File: config.mk
export PLATFORM = sky130hd
export DESIGN_NAME = lfsr_gen
export DESIGN_NICKNAME = d
export VERILOG_FILES = /design/src/rtl/lfsr_gen.sv
export SDC_FILE = /design/constraint.sdc
export NUM_CORES = 1
export LEC_CHECK = 0
export BUFFER_PORTS_ARGS = -buffer_cell sky130_fd_sc_hd__buf_2
export CAP_MARGIN = 20
export CORE_MARGIN = 4
export CORE_UTILIZATION = 40
export DETAILED_ROUTE_END_ITERATION = 6
export PLACE_DENSITY = 0.71
export SLEW_MARGIN = 10
export SYNTH_ARGS = -nofsm -noshare
export SYNTH_HDL_FRONTEND = slang
export SYNTH_SLANG_ARGS = --single-unit
File: constraint.sdc
create_clock -name Clock -period 1.3 [get_ports Clock]
set_input_delay 0.195 -clock Clock [delete_from_list [all_inputs] [get_ports Clock]]
set_output_delay 0.195 -clock Clock [all_outputs]
set_load 0.1 [all_outputs]
File: src/rtl/lfsr_gen.sv
// Parametrised Fibonacci/Galois LFSR with step enable, seed load, period measurement and lock-up detect.
// Optional macro LFSR_LOCKUP_RECOVER_EN: an all-zero state is forced back to INIT on the next edge.
module lfsr_gen #(
    parameter int              WIDTH = 5,
    parameter logic [WIDTH-1:0] TAPS  = 5'b10100,
    parameter int              MODE  = 0,
    parameter logic [WIDTH-1:0] INIT  = {WIDTH{1'b1}}
) (
    input  logic             Clock,
    input  logic             reset,
    input  logic             en,
    input  logic             load,
    input  logic [WIDTH-1:0] seed,
    output logic [WIDTH-1:0] q,
    output logic             serial_out,
    output logic             wrap,
    output logic [WIDTH-1:0] period,
    output logic [WIDTH-1:0] step_cnt,
    output logic             lockup
);

    localparam logic [WIDTH-1:0] ONE = 1;

    logic [WIDTH-1:0] start;
    logic [WIDTH-1:0] nxt;
    logic             hit;

    always_comb begin
        nxt = '0;
        if (MODE != 0)
            nxt = {q[WIDTH-2:0], 1'b0} ^ ({WIDTH{q[WIDTH-1]}} & TAPS);
        else
            nxt = {q[WIDTH-2:0], ^(q & TAPS)};
    end

    // A step closes a cycle when it lands back on the value measurement began from.
    assign hit        = (nxt == start);
    assign serial_out = q[WIDTH-1];
    assign lockup     = (q == '0);

    always_ff @(posedge Clock) begin
        if (reset) begin
            q        <= INIT;
            start    <= INIT;
            step_cnt <= '0;
            period   <= '0;
            wrap     <= 1'b0;
        end else if (load) begin
            q        <= seed;
            start    <= seed;
            step_cnt <= '0;
            wrap     <= 1'b0;
`ifdef LFSR_LOCKUP_RECOVER_EN
        end else if (lockup) begin
            q        <= INIT;
            start    <= INIT;
            step_cnt <= '0;
            wrap     <= 1'b0;
`else
        end else if (lockup) begin
            // Zero is absorbing: no counting or wrap while stuck.
            wrap     <= 1'b0;
`endif
        end else if (en) begin
            q <= nxt;
            if (hit) begin
                wrap     <= 1'b1;
                period   <= step_cnt + ONE;
                step_cnt <= '0;
            end else begin
                wrap     <= 1'b0;
                step_cnt <= step_cnt + ONE;
            end
        end else begin
            wrap <= 1'b0;
        end
    end

endmodule

Yosys cells after proc, flatten, opt, wreduce, memory -nomap -nowiden. Cells that the tools add are included.

Reductions and logical operators: 8. Bitwise gates (word level): 3. Mux-type cells: 5. Shifts and indexed selects: 0. Add/sub/neg operators: 1. Multipliers: 0. Eq/ne operators: 2. Magnitude comparators: 0. Divide/modulo/power cells: 0.

Operators by type and width (number): 2-to-1 mux 5 bit (4); adder 5 x 1 -> 5 bit (second input constant) (1); == test 5 bit (1); logical NOT 5 bit (1); parity 5 bit (1); AND reduction 2 bit (2); AND reduction 4 bit (1); OR reduction 4 bit (1); NOT 1 bit (3); inequality test 2 bit (second input constant) (1); nonzero test 2 bit (1); OR reduction 2 bit (1); 2-to-1 mux 1 bit (1).

Latch bits: 0. Input port bits: 9. Bits in writable memories: 0. Memories: 0. Memory bits (read-only): 0. Register bits after elaboration: 21. Word-level logic and storage cells: 24. Output and inout port bits: 18.

Logic depth before layout (Yosys ltp). Gate-level depths: netlist of run 1.

Word-level depth: 4. Mapped depth: 6.

Least setup slack after synthesis of run 1. Ideal clock, no wire load.

Path kind: register to register. Start: register q[2]. End: register step_cnt[2]. Required time: 1176 ps. Buffers on the path: 0. Arrival time: 3131 ps. Setup time: 124 ps. Cell stages (with the launch flop): 6. Path slack: -1956 ps. Period minus slack after synthesis: 3256 ps. Cell sequence: dfxtp_1 > or4_4 > nor2_1 > nor2b_1 > nand4b_1 > a21oi_1.

Word-level cells in the longest chain between the ends: 3. Elaborated cells on any way between the ends: 6. Classes of those cells: eq/ne: 1; mux: 1; bitwise: 1; reduce/logical: 3.

Ends and longest elaborated chain: start, declared (line 14) `output logic [WIDTH-1:0] q,`; start signal, assigned (line 65) `q <= nxt;`; logical NOT 5 bit (line 39) `assign lockup = (q == '0);`; named net lockup (line 19) `output logic lockup`; NOT 1 bit (no line); AND reduction 2 bit (no line); end signal, assigned (line 72) `step_cnt <= step_cnt + ONE;`; end, declared (line 18) `output logic [WIDTH-1:0] step_cnt,`.

The timed path passes the listed nets, and every way through them passes these cells. A chain may end at the register's enable or synchronous reset.

Worst setup path in the final report of run 1.
Start: register q[2]. End: output lockup.

Word-level cells in the longest chain between the ends: 1.

Ends and longest elaborated chain (line): logical NOT 5 bit (39); end, declared (19).

Every way passes these cells.

==> out/qor.yml, run 1 <==
floorplan:
  die-area_um2: 3260
  die_h_um: 57.1
  ios: 27
  start_util_pct: 42.8
  core_area_um2: 2250
  die_w_um: 57.1
  placementRows: 17
synthesis:
  synth_top_area_share_pct: 43.6
  synth_area_um2: 965
  synth.area.top_cells: "dfxtp_1 44%, xnor2_1 8.2%, nor2b_1 7.1%, o21bai_1 6.2%, a211oi_1 4.7%"
  syn_avg_cell_area_um2: 9.10
  seq_area_frac_synth_pct: 43.6
  syn-num-nets: 116
  synthCells: 106
  synth.distinct_cells: 26
  synth-seq-cells: 21
  yosysTopAreaCell: "dfxtp_1"
  ys_warn_count: 0
cells_and_area:
  diodes: 0
  final_area_um2: 1490
  stdcell_count: 173
  final_nets: 156
  drive_gt1_share_pct: 42.8
  area_growth_pct: 54.3
cts:
  cts_buffer_depth: 2
  cts_buffers: 3
  path_clk_slew_ns: 0.13
  root_buffer: "clkbuf_4"
  hold_buffers: 0
  htree_levels: 1
  clk_latency_ns: 0.30
  cts.sinks: 21
  cts_tree: "built"
critical_path:
  cp-startpoint: "q[2]$_SDFFE_PP1P_"
  end_kind: "output port"
  cp_max_fo: 4
  r2r_start: "q[2]$_SDFFE_PP1P_"
  critPathLaunchType: "register"
  critPathArrivalTime_ns: 1.56
  crit_type: "reg2out"
  crit_required_ns: 1.11
timing:
  period_share_pct: 135
  fmax_mhz: 569
  drv_slew: 0
  hold_viol: 0
  finalCriticalPeriod_ns: 1.76
  setup_viol_count_final: 12
  setup-tns-final_ns: -3.97
  maxSlewHeadroom_pct: 68.0
  worst_hold_slack_ns: 0.122
  worst_pin_slew_ns: 0.484
  fin_ws_ns: -0.458
  skew_ns: 0.00313
  rsz0062_at_grt: "true"
placed_design:
  dp_cells: 167
  place_area_um2: 1400
  io_buffers: 26
  place_congestion: 0.782
  dp_hpwl_mm: 1.83
routing:
  wl_per_cell_um: 14.2
  drcViolationCount: 0
  viasPerCell: 5.14
  drtIter0Drc: 34
  num_vias: 889
  ant_nets: 0
  dr.pass1.iters: 4
  drt-total-wl_mm: 2.46
power_and_ir_drop:
  power_leakage_nw: 0.608
  powerDensity_nw_per_um2: 957
  ir_drop_mv: 0.841
global_route:
  grt_max_degree: 17
  grt_pass1_wl_mm: 4.00
  grt.total_usage_pct: 15.1
  overflow: 0
  grt_pass1_vias: 868
  antenna_found_initial: 0
worst_hold_path:
  min_path_type: "in2reg"
  hp-start: "seed[0]"
outcome:
  outcome: "complete, but fails checks"
  violations: "setup timing"
flow_run:
  cap_violations: 0
## final cells by class
cell class / instances / area [µm²]
Clock buffer: 3 / 22.5
Inverter: 1 / 3.75
Sequential cell: 21 / 442
Tap cell: 28 / 35.0
Timing Repair Buffer: 40 / 419
Multi-Input combinational cell: 79 / 562
Fill cell: 187 / 766
Clock inverter: 1 / 5.00
## report_power, final
group          internal (W)  total [W]  switching [W]
Combinational      0.000154   0.000412       0.000258
Sequential         0.000667   0.000689      0.0000218
Clock              0.000115   0.000325       0.000210
## cell usage in the layout, fill, tap and decap left out
cell      netlist  final
o21ai_4         0      2
dfxtp_1        21     14
clkbuf_4        0      5
xnor2_2         0      1
clkinv_2        0      1
dfxtp_4         0      5
ha_1            1      1
inv_1           1      1
buf_6           0      1
nand2_1         6      6
o21bai_1        8      8
nand3_1         5      5
buf_4           2     17
a22oi_1         1      1
dfxtp_2         0      2
nor3_2          0      1
mux2i_1         3      3
nor2b_2         0      1
a211oi_1        6      4
xnor2_1         9      8
nor2_1         11     10
nor3_4          1      1
nor2b_1        11     10
nor2_4          0      1
a21oi_1         6      6
o21ai_0         2      2
a211oi_2        0      2
or2_1           1      1
buf_12          0     11
o21ai_1         1      1
nand4_1         1      1
buf_2           0      9
or4_4           1      1
or2_2           1      1
nand4b_1        1      1
## per-layer routing
layer  vias to the layer above  GRT usage, %  part of all wire (%)
li1                        447             -                     -
met1                       424          20.1                    46
met2                        16          24.1                    50
met3                         2          2.71                   4.0
met4                         0          5.63                  0.57
met5                         -             0                     0
## final timing paths
path / endpoint / slack, ns / depth (start not counted)
worst max register to register: period[4]$_SDFFE_PP0P_ / -0.39 / 6
worst max-delay path: lockup / -0.46 / 3
worst min register to register: step_cnt[1]$_SDFFE_PP0P_ / 0.48 / 2
worst min-delay path: start[0]$_SDFFE_PP1P_ / 0.12 / 3
## per-stage QoR
| stage | utilization (%) | setup WS [ns] | total power (W) |
|---|---|---|---|
| floorplan | - | -0.693 | 0.000962 |
| global placement | 61.9 | -0.211 | 0.00109 |
| detailed placement | 61.9 | -0.268 | 0.00109 |
| CTS | 65.1 | -0.454 | 0.00141 |
| global route | 66.0 | -0.483 | 0.00149 |
| finish | 66.0 | -0.458 | 0.00143 |
## state kept, by name, summed over array words and instances, names as in the netlist
| name | cells |
|---|---|
| period | 5 |
| q | 5 |
| start | 5 |
| step_cnt | 5 |
| wrap | 1 |
## Yosys cell counts
library cell	number
inv_1	1
nor3_1	1
or2_2	1
o21bai_1	8
buf_4	2
o21ai_1	1
nor2_1	11
buf_1	1
o21ai_2	2
nand4_1	1
dfxtp_1	21
xnor2_1	9
nand2_1	6
a211oi_1	6
nor3_4	1
clkbuf_1	2
or4_4	1
or2_1	1
mux2i_1	3
nand3_1	5
nor2b_1	11
a22oi_1	1
o21ai_0	2
a21oi_1	6
nand4b_1	1
ha_1	1
## cells by family (layout without fill, tap and decap cells)
family / Yosys count / in the layout / synth area share [%]
and+or+nand+nor: 40 / 40 / 22.6
AOI/OAI and AO/OA: 26 / 26 / 18.2
xor gates and xnor gates: 9 / 9 / 8.17
DFF: 21 / 21 / 43.6
muxes: 3 / 3 / 3.11
adders and majority gates: 1 / 1 / 1.30
buffers and inverters: 6 / 45 / 3.11
## critical path, stage by stage (launching register included)
cell     delay, ns
dfxtp_4       0.38
or4_4         0.54
nor2_4        0.15
buf_12        0.19
## what timing repair did
action | 4_1_cts | 5_1_grt
buffers inserted | 2 | 0
endpoints found under the setup margin | 16 | 15
pin swaps | 2 | 1
gates resized for setup | 7 | 5
Note: power is estimated with default switching activity, not from simulation.
==> run 2: changes to the inputs <==
- CORE_MARGIN: 4 -> 5
==> run 2 against run 1 <==
Compared with the run above: the flow still finishes with violations (setup timing); first-iteration DRC count shrank 50%; clock-buffer cell count grew 1; critical path depth is the same; sequential power is essentially flat; register-to-register slack gained 0.03 ns.
==> out/qor.yml, run 2 (same netlist as run 1, synthesis figures left out) <==
outcome:
  outcome: "complete, but fails checks"
  violations: "setup timing"
critical_path:
  critPathArrivalTime_ns: 1.53  # -0.03 ns
  reg2reg_slack_ns: -0.36  # +0.03 ns
  r2r_end: "period[3]$_SDFFE_PP0P_"
  end_kind: "output port"
  cp_max_fo: 2  # -2
  crit_required_ns: 1.11  # about the same
  crit_type: "reg2out"
  r2r_start: "q[3]$_SDFFE_PP1P_"
  critPathLaunchType: "register"
  ff2ff_path_depth: 6  # unchanged
timing:
  hold_viol: 0  # unchanged
  worst_pin_slew_ns: 0.484  # +0.000347 ns
  fmax_mhz: 580  # +2.0%
  maxSlewHeadroom_pct: 68.0  # about the same
  rsz0062_at_grt: "true"
  setup_viol_count_final: 12  # unchanged
  finalCriticalPeriod_ns: 1.72  # -0.0341 ns
  setup-tns-final_ns: -3.79  # +0.176 ns
  drv_slew: 0  # unchanged
  skew_ns: 0.00871  # +0.00558 ns
  period_share_pct: 133  # -2.6 points
  fin_ws_ns: -0.424  # +0.0341 ns
placed_design:
  dp_hpwl_mm: 1.81  # -0.85%
  pre_cts_ws_ns: -0.238  # +0.0295 ns
  io_buffers: 26  # unchanged
  place_congestion: 0.784  # +0.32%
routing:
  viasPerCell: 5.10  # -0.70%
  wl_per_cell_um: 14.0  # -1.8%
  dr.pass1.iters: 4  # unchanged
  num_vias: 893  # +0.45%
  drcViolationCount: 0  # unchanged
  drtIter0Drc: 17  # -50%
  ant_nets: 0  # unchanged
  drt-total-wl_mm: 2.44  # -0.69%
floorplan:
  start_util_pct: 42.8  # unchanged
  die_w_um: 59.1  # +3.5%
  ios: 27  # unchanged
  die-area_um2: 3490  # +7.1%
  core_area_um2: 2250  # unchanged
  die_h_um: 59.1  # +3.5%
  placementRows: 17  # unchanged
power_and_ir_drop:
  powerDensity_nw_per_um2: 939  # -1.9%
  ir_drop_mv: 0.842  # about the same
  power_leakage_nw: 0.613  # +0.87%
cells_and_area:
  final_nets: 158  # +1.3%
  regArea_um2: 442  # unchanged
  drive_gt1_share_pct: 43.5  # +0.78 points
  final_cell_mix: "17 x buf_4, 14 x dfxtp_1, 11 x buf_12, 10 x nor2b_1, 10 x nor2_1"
  final_common_cell: "buf_4"
  area_growth_pct: 55.9
  multi_input_area_um2: 563  # +0.22%
  diodes: 0  # unchanged
  utilization_pct: 66.7  # +0.67 points
  fill_cells: 187  # unchanged
global_route:
  grt_pass1_vias: 864  # -0.46%
  grt_max_degree: 17  # unchanged
  grt.total_usage_pct: 15.1  # +0.032 points
  antenna_found_initial: 0  # unchanged
  overflow: 0  # unchanged
  grt_pass1_wl_mm: 3.97  # -0.70%
worst_hold_path:
  holdPathEnd: "q[0]$_SDFFE_PP1P_"
  min_path_type: "in2reg"
  min_path_cells: 3  # unchanged
  hp-start: "seed[0]"
cts:
  clk_latency_ns: 0.31  # about the same
  hold_buffers: 0  # unchanged
  path_clk_slew_ns: 0.12  # about the same
  htree_levels: 1  # unchanged
  root_buffer: "clkbuf_4"
  cts_buffers: 3  # unchanged
  cts_buffer_depth: 2  # unchanged
  cts.sinks: 21  # unchanged
  cts_tree: "built"
flow_run:
  cap_violations: 0  # unchanged
-- run 2: worst max-delay path by stage --
stage                      startpoint                  endpoint  slack (ns)
floorplan           q[4]$_SDFFE_PP1P_  step_cnt[2]$_SDFFE_PP0P_       -0.69
global placement    q[4]$_SDFFE_PP1P_  step_cnt[2]$_SDFFE_PP0P_       -0.21
detailed placement  q[4]$_SDFFE_PP1P_    period[3]$_SDFFE_PP0P_       -0.24
CTS                 q[3]$_SDFFE_PP1P_                    lockup       -0.44
global route        q[3]$_SDFFE_PP1P_                    lockup       -0.47
finish              q[3]$_SDFFE_PP1P_                    lockup       -0.42
-- run 2: power breakdown --
part / internal (W) / switching [W] / total (W)
Clock: 0.000120 / 0.000194 / 0.000313
Sequential: 0.000667 / 0.0000209 / 0.000688
Combinational: 0.000155 / 0.000256 / 0.000412
-- run 2: final cells by class --
| cell class | instances | share of cell area [%] |
|---|---|---|
| multi-input combinational | 79 | 37.4 |
| tap | 28 | 2.33 |
| timing repair buffer | 42 | 28.9 |
| inverter | 1 | 0.250 |
| sequential | 21 | 29.4 |
| clock buffer | 4 | 1.75 |
-- run 2: per-layer routing --
layer,wire [µm],GRT usage (%),part of all wire (%)
met5,0,0,0
met4,51,6.15,2.1
met3,112,3.70,4.6
met2,1230,25.2,50
met1,1050,18.4,43
-- run 2: stage by stage --
step / hold WS, ns / total power, W / cell area (µm²) / cells
floorplan: 0.265 / 0.000962 / 1000 / 106
finish: 0.105 / 0.00141 / 1500 / 175
CTS: 0.0991 / 0.00142 / 1460 / 174
detailed placement: 0.425 / 0.00109 / 1400 / 167
global route: 0.129 / 0.00148 / 1500 / 175
global placement: 0.420 / 0.00109 / 1400 / 167
-- run 2: timing repair --
action                                  CTS  global route
buffers inserted                          3             1
gates resized for setup                   4             9
endpoints found under the setup margin   14            17
pin swaps                                 3             1
-- run 2: critical path: stages, from the launching register on --
cell,delay (ns)
dfxtp_4,0.36
or4_4,0.55
nor2_4,0.13
buf_12,0.18
==> run 3: changes to the inputs <==
- CORE_MARGIN: 5 -> 2
- CORE_UTILIZATION: 40 -> 30
- PLACE_DENSITY: 0.71 -> 0.58
==> run 3 against run 2 <==
Compared with the run above: the run still ends with setup timing left; worst hold slack gained 0.012 ns; clock power grew 2%; sequential share of layout area shrank 0.34 points; non-clock buffer count shrank 1; final cell count grew 8.6%; register-to-register slack is essentially flat.
==> out/qor.yml, run 3 (same netlist as run 1, synthesis figures left out) <==
critical_path:
  cp_slowest_cell: "or4_4"
  max_stage_delay_ns: 0.55  # about the same
  critPathLaunchType: "register"
  end_kind: "output port"
  cp_max_fo: 2  # unchanged
  crit_required_ns: 1.11  # about the same
  crit_type: "reg2out"
  critPathArrivalTime_ns: 1.56  # +0.03 ns
  path_cells: "or4_4 -> nor2_4 -> buf_12"
cells_and_area:
  final_cell_mix: "18 x buf_4, 14 x dfxtp_1, 11 x buf_12, 10 x nor2b_1, 10 x nor2_1"
  utilization_pct: 49.8  # -17 points
  final_area_um2: 1520  # +1.2%
  fill_cells: 321  # +72%
  multi_input_area_um2: 567  # +0.67%
  final_nets: 157  # -0.63%
  diodes: 0  # unchanged
  area_growth_pct: 57.7
  stdcell_count: 190  # +8.6%
  regArea_um2: 442  # unchanged
  drive_gt1_share_pct: 44.5  # +0.98 points
  final_common_cell: "buf_4"
placed_design:
  place_congestion: 0.758  # -3.4%
  place_area_um2: 1420  # +2.0%
  dp_cells: 184  # +10%
  io_buffers: 26  # unchanged
  pre_cts_ws_ns: -0.249  # -0.0108 ns
  dp_hpwl_mm: 1.79  # -1.5%
cts:
  cts_buffers: 3  # unchanged
  path_clk_slew_ns: 0.12  # about the same
  cts.sinks: 21  # unchanged
  htree_levels: 1  # unchanged
  cts_tree: "built"
  clk_latency_ns: 0.30  # about the same
  root_buffer: "clkbuf_4"
  cts_buffer_depth: 2  # unchanged
routing:
  drtIter0Drc: 13  # -4
  num_vias: 866  # -3.0%
  drcViolationCount: 0  # unchanged
  dr.pass1.iters: 4  # unchanged
  wl_per_cell_um: 12.6  # -10%
  drt-total-wl_mm: 2.39  # -2.3%
  ant_nets: 0  # unchanged
  viasPerCell: 4.56  # -11%
global_route:
  grt_pass1_vias: 776  # -10%
  overflow: 0  # unchanged
  grt_max_degree: 17  # unchanged
  grt.total_usage_pct: 13.6  # -1.5 points
  antenna_found_initial: 0  # unchanged
  grt_pass1_wl_mm: 3.71  # -6.8%
floorplan:
  die-area_um2: 3690  # +5.5%
  start_util_pct: 31.6  # -11 points
  die_h_um: 60.7  # +2.7%
  die_w_um: 60.7  # +2.7%
  ios: 27  # unchanged
  placementRows: 20  # +3
  core_area_um2: 3050  # +35%
power_and_ir_drop:
  powerDensity_nw_per_um2: 929  # -1.0%
  p_total_w: 0.00141  # +0.12%
  ir_drop_mv: 0.504  # -40%
  power_leakage_nw: 0.612  # -0.11%
flow_run:
  cap_violations: 0  # unchanged
outcome:
  violations: "setup timing"
  outcome: "complete, but fails checks"
timing:
  period_share_pct: 135  # +2.4 points
  fmax_mhz: 570  # -1.8%
  rsz0062_at_grt: "true"
  drv_slew: 0  # unchanged
  maxSlewHeadroom_pct: 67.9  # about the same
  fin_ws_ns: -0.455  # -0.0316 ns
  finalCriticalPeriod_ns: 1.76  # +0.0316 ns
  worst_pin_slew_ns: 0.484  # +0.000496 ns
  setup_viol_count_final: 12  # unchanged
  skew_ns: 0.00489  # -0.00382 ns
  hold_viol: 0  # unchanged
worst_hold_path:
  min_path_type: "in2reg"
==> run 3: power breakdown <==
part | internal (W) | switching [W]
sequential | 0.000667 | 0.0000202
clock | 0.000115 | 0.000204
combinational | 0.000154 | 0.000255
==> run 3: per-stage QoR <==
| stage | TNS [ns] | hold WS (ns) |
|---|---|---|
| after floorplan | -5.41 | 0.265 |
| after global placement | -2.01 | 0.425 |
| after global routing | -4.51 | 0.101 |
| after detailed placement | -2.39 | 0.434 |
| final | -3.90 | 0.117 |
| after CTS | -3.75 | 0.105 |
==> run 3: area by class of cell <==
class	count	area share [%]
clock inverters	1	0.329
multi-input cells	79	37.3
flip-flops and latches	21	29.0
repair buffers	41	28.0
clock buffers	3	1.48
well taps	44	3.62
inverters	1	0.247
==> run 3: path summary, 6_finish.rpt <==
check	start	cells past startpoint	end	slack, ns
hold reg to reg	step_cnt[1]$_SDFFE_PP0P_	2	step_cnt[1]$_SDFFE_PP0P_	0.48
setup / recovery	q[3]$_SDFFE_PP1P_	3	lockup	-0.46
setup reg to reg	q[3]$_SDFFE_PP1P_	6	period[2]$_SDFFE_PP0P_	-0.36
hold / removal	seed[0]	3	q[0]$_SDFFE_PP1P_	0.12
==> run 3: timing repair <==
item | 4_1_cts | 5_1_grt
hold endpoints to repair | 0 | 0
resized for setup | 8 | 6
setup endpoints to repair | 16 | 15
pin swaps | 3 | 2
hold buffers | 0 | 0
buffers inserted | 2 | 0
==> run 3: per-layer routing <==
layer  up-vias  wire length, µm  global-route usage [%]
met3         2               48                    1.28
met2        12             1190                    21.5
met4         0               27                    5.59
li1        449                -                       -
met5         -                0                       0
met1       403             1120                    19.1
==> run 3: critical path, delay by kind of cell (launching register included) <==
kind | cells | cell delay, ns
buffers and inverters | 1 | 0.19
AND/OR/NAND/NOR | 2 | 0.70
flip-flops | 1 | 0.36
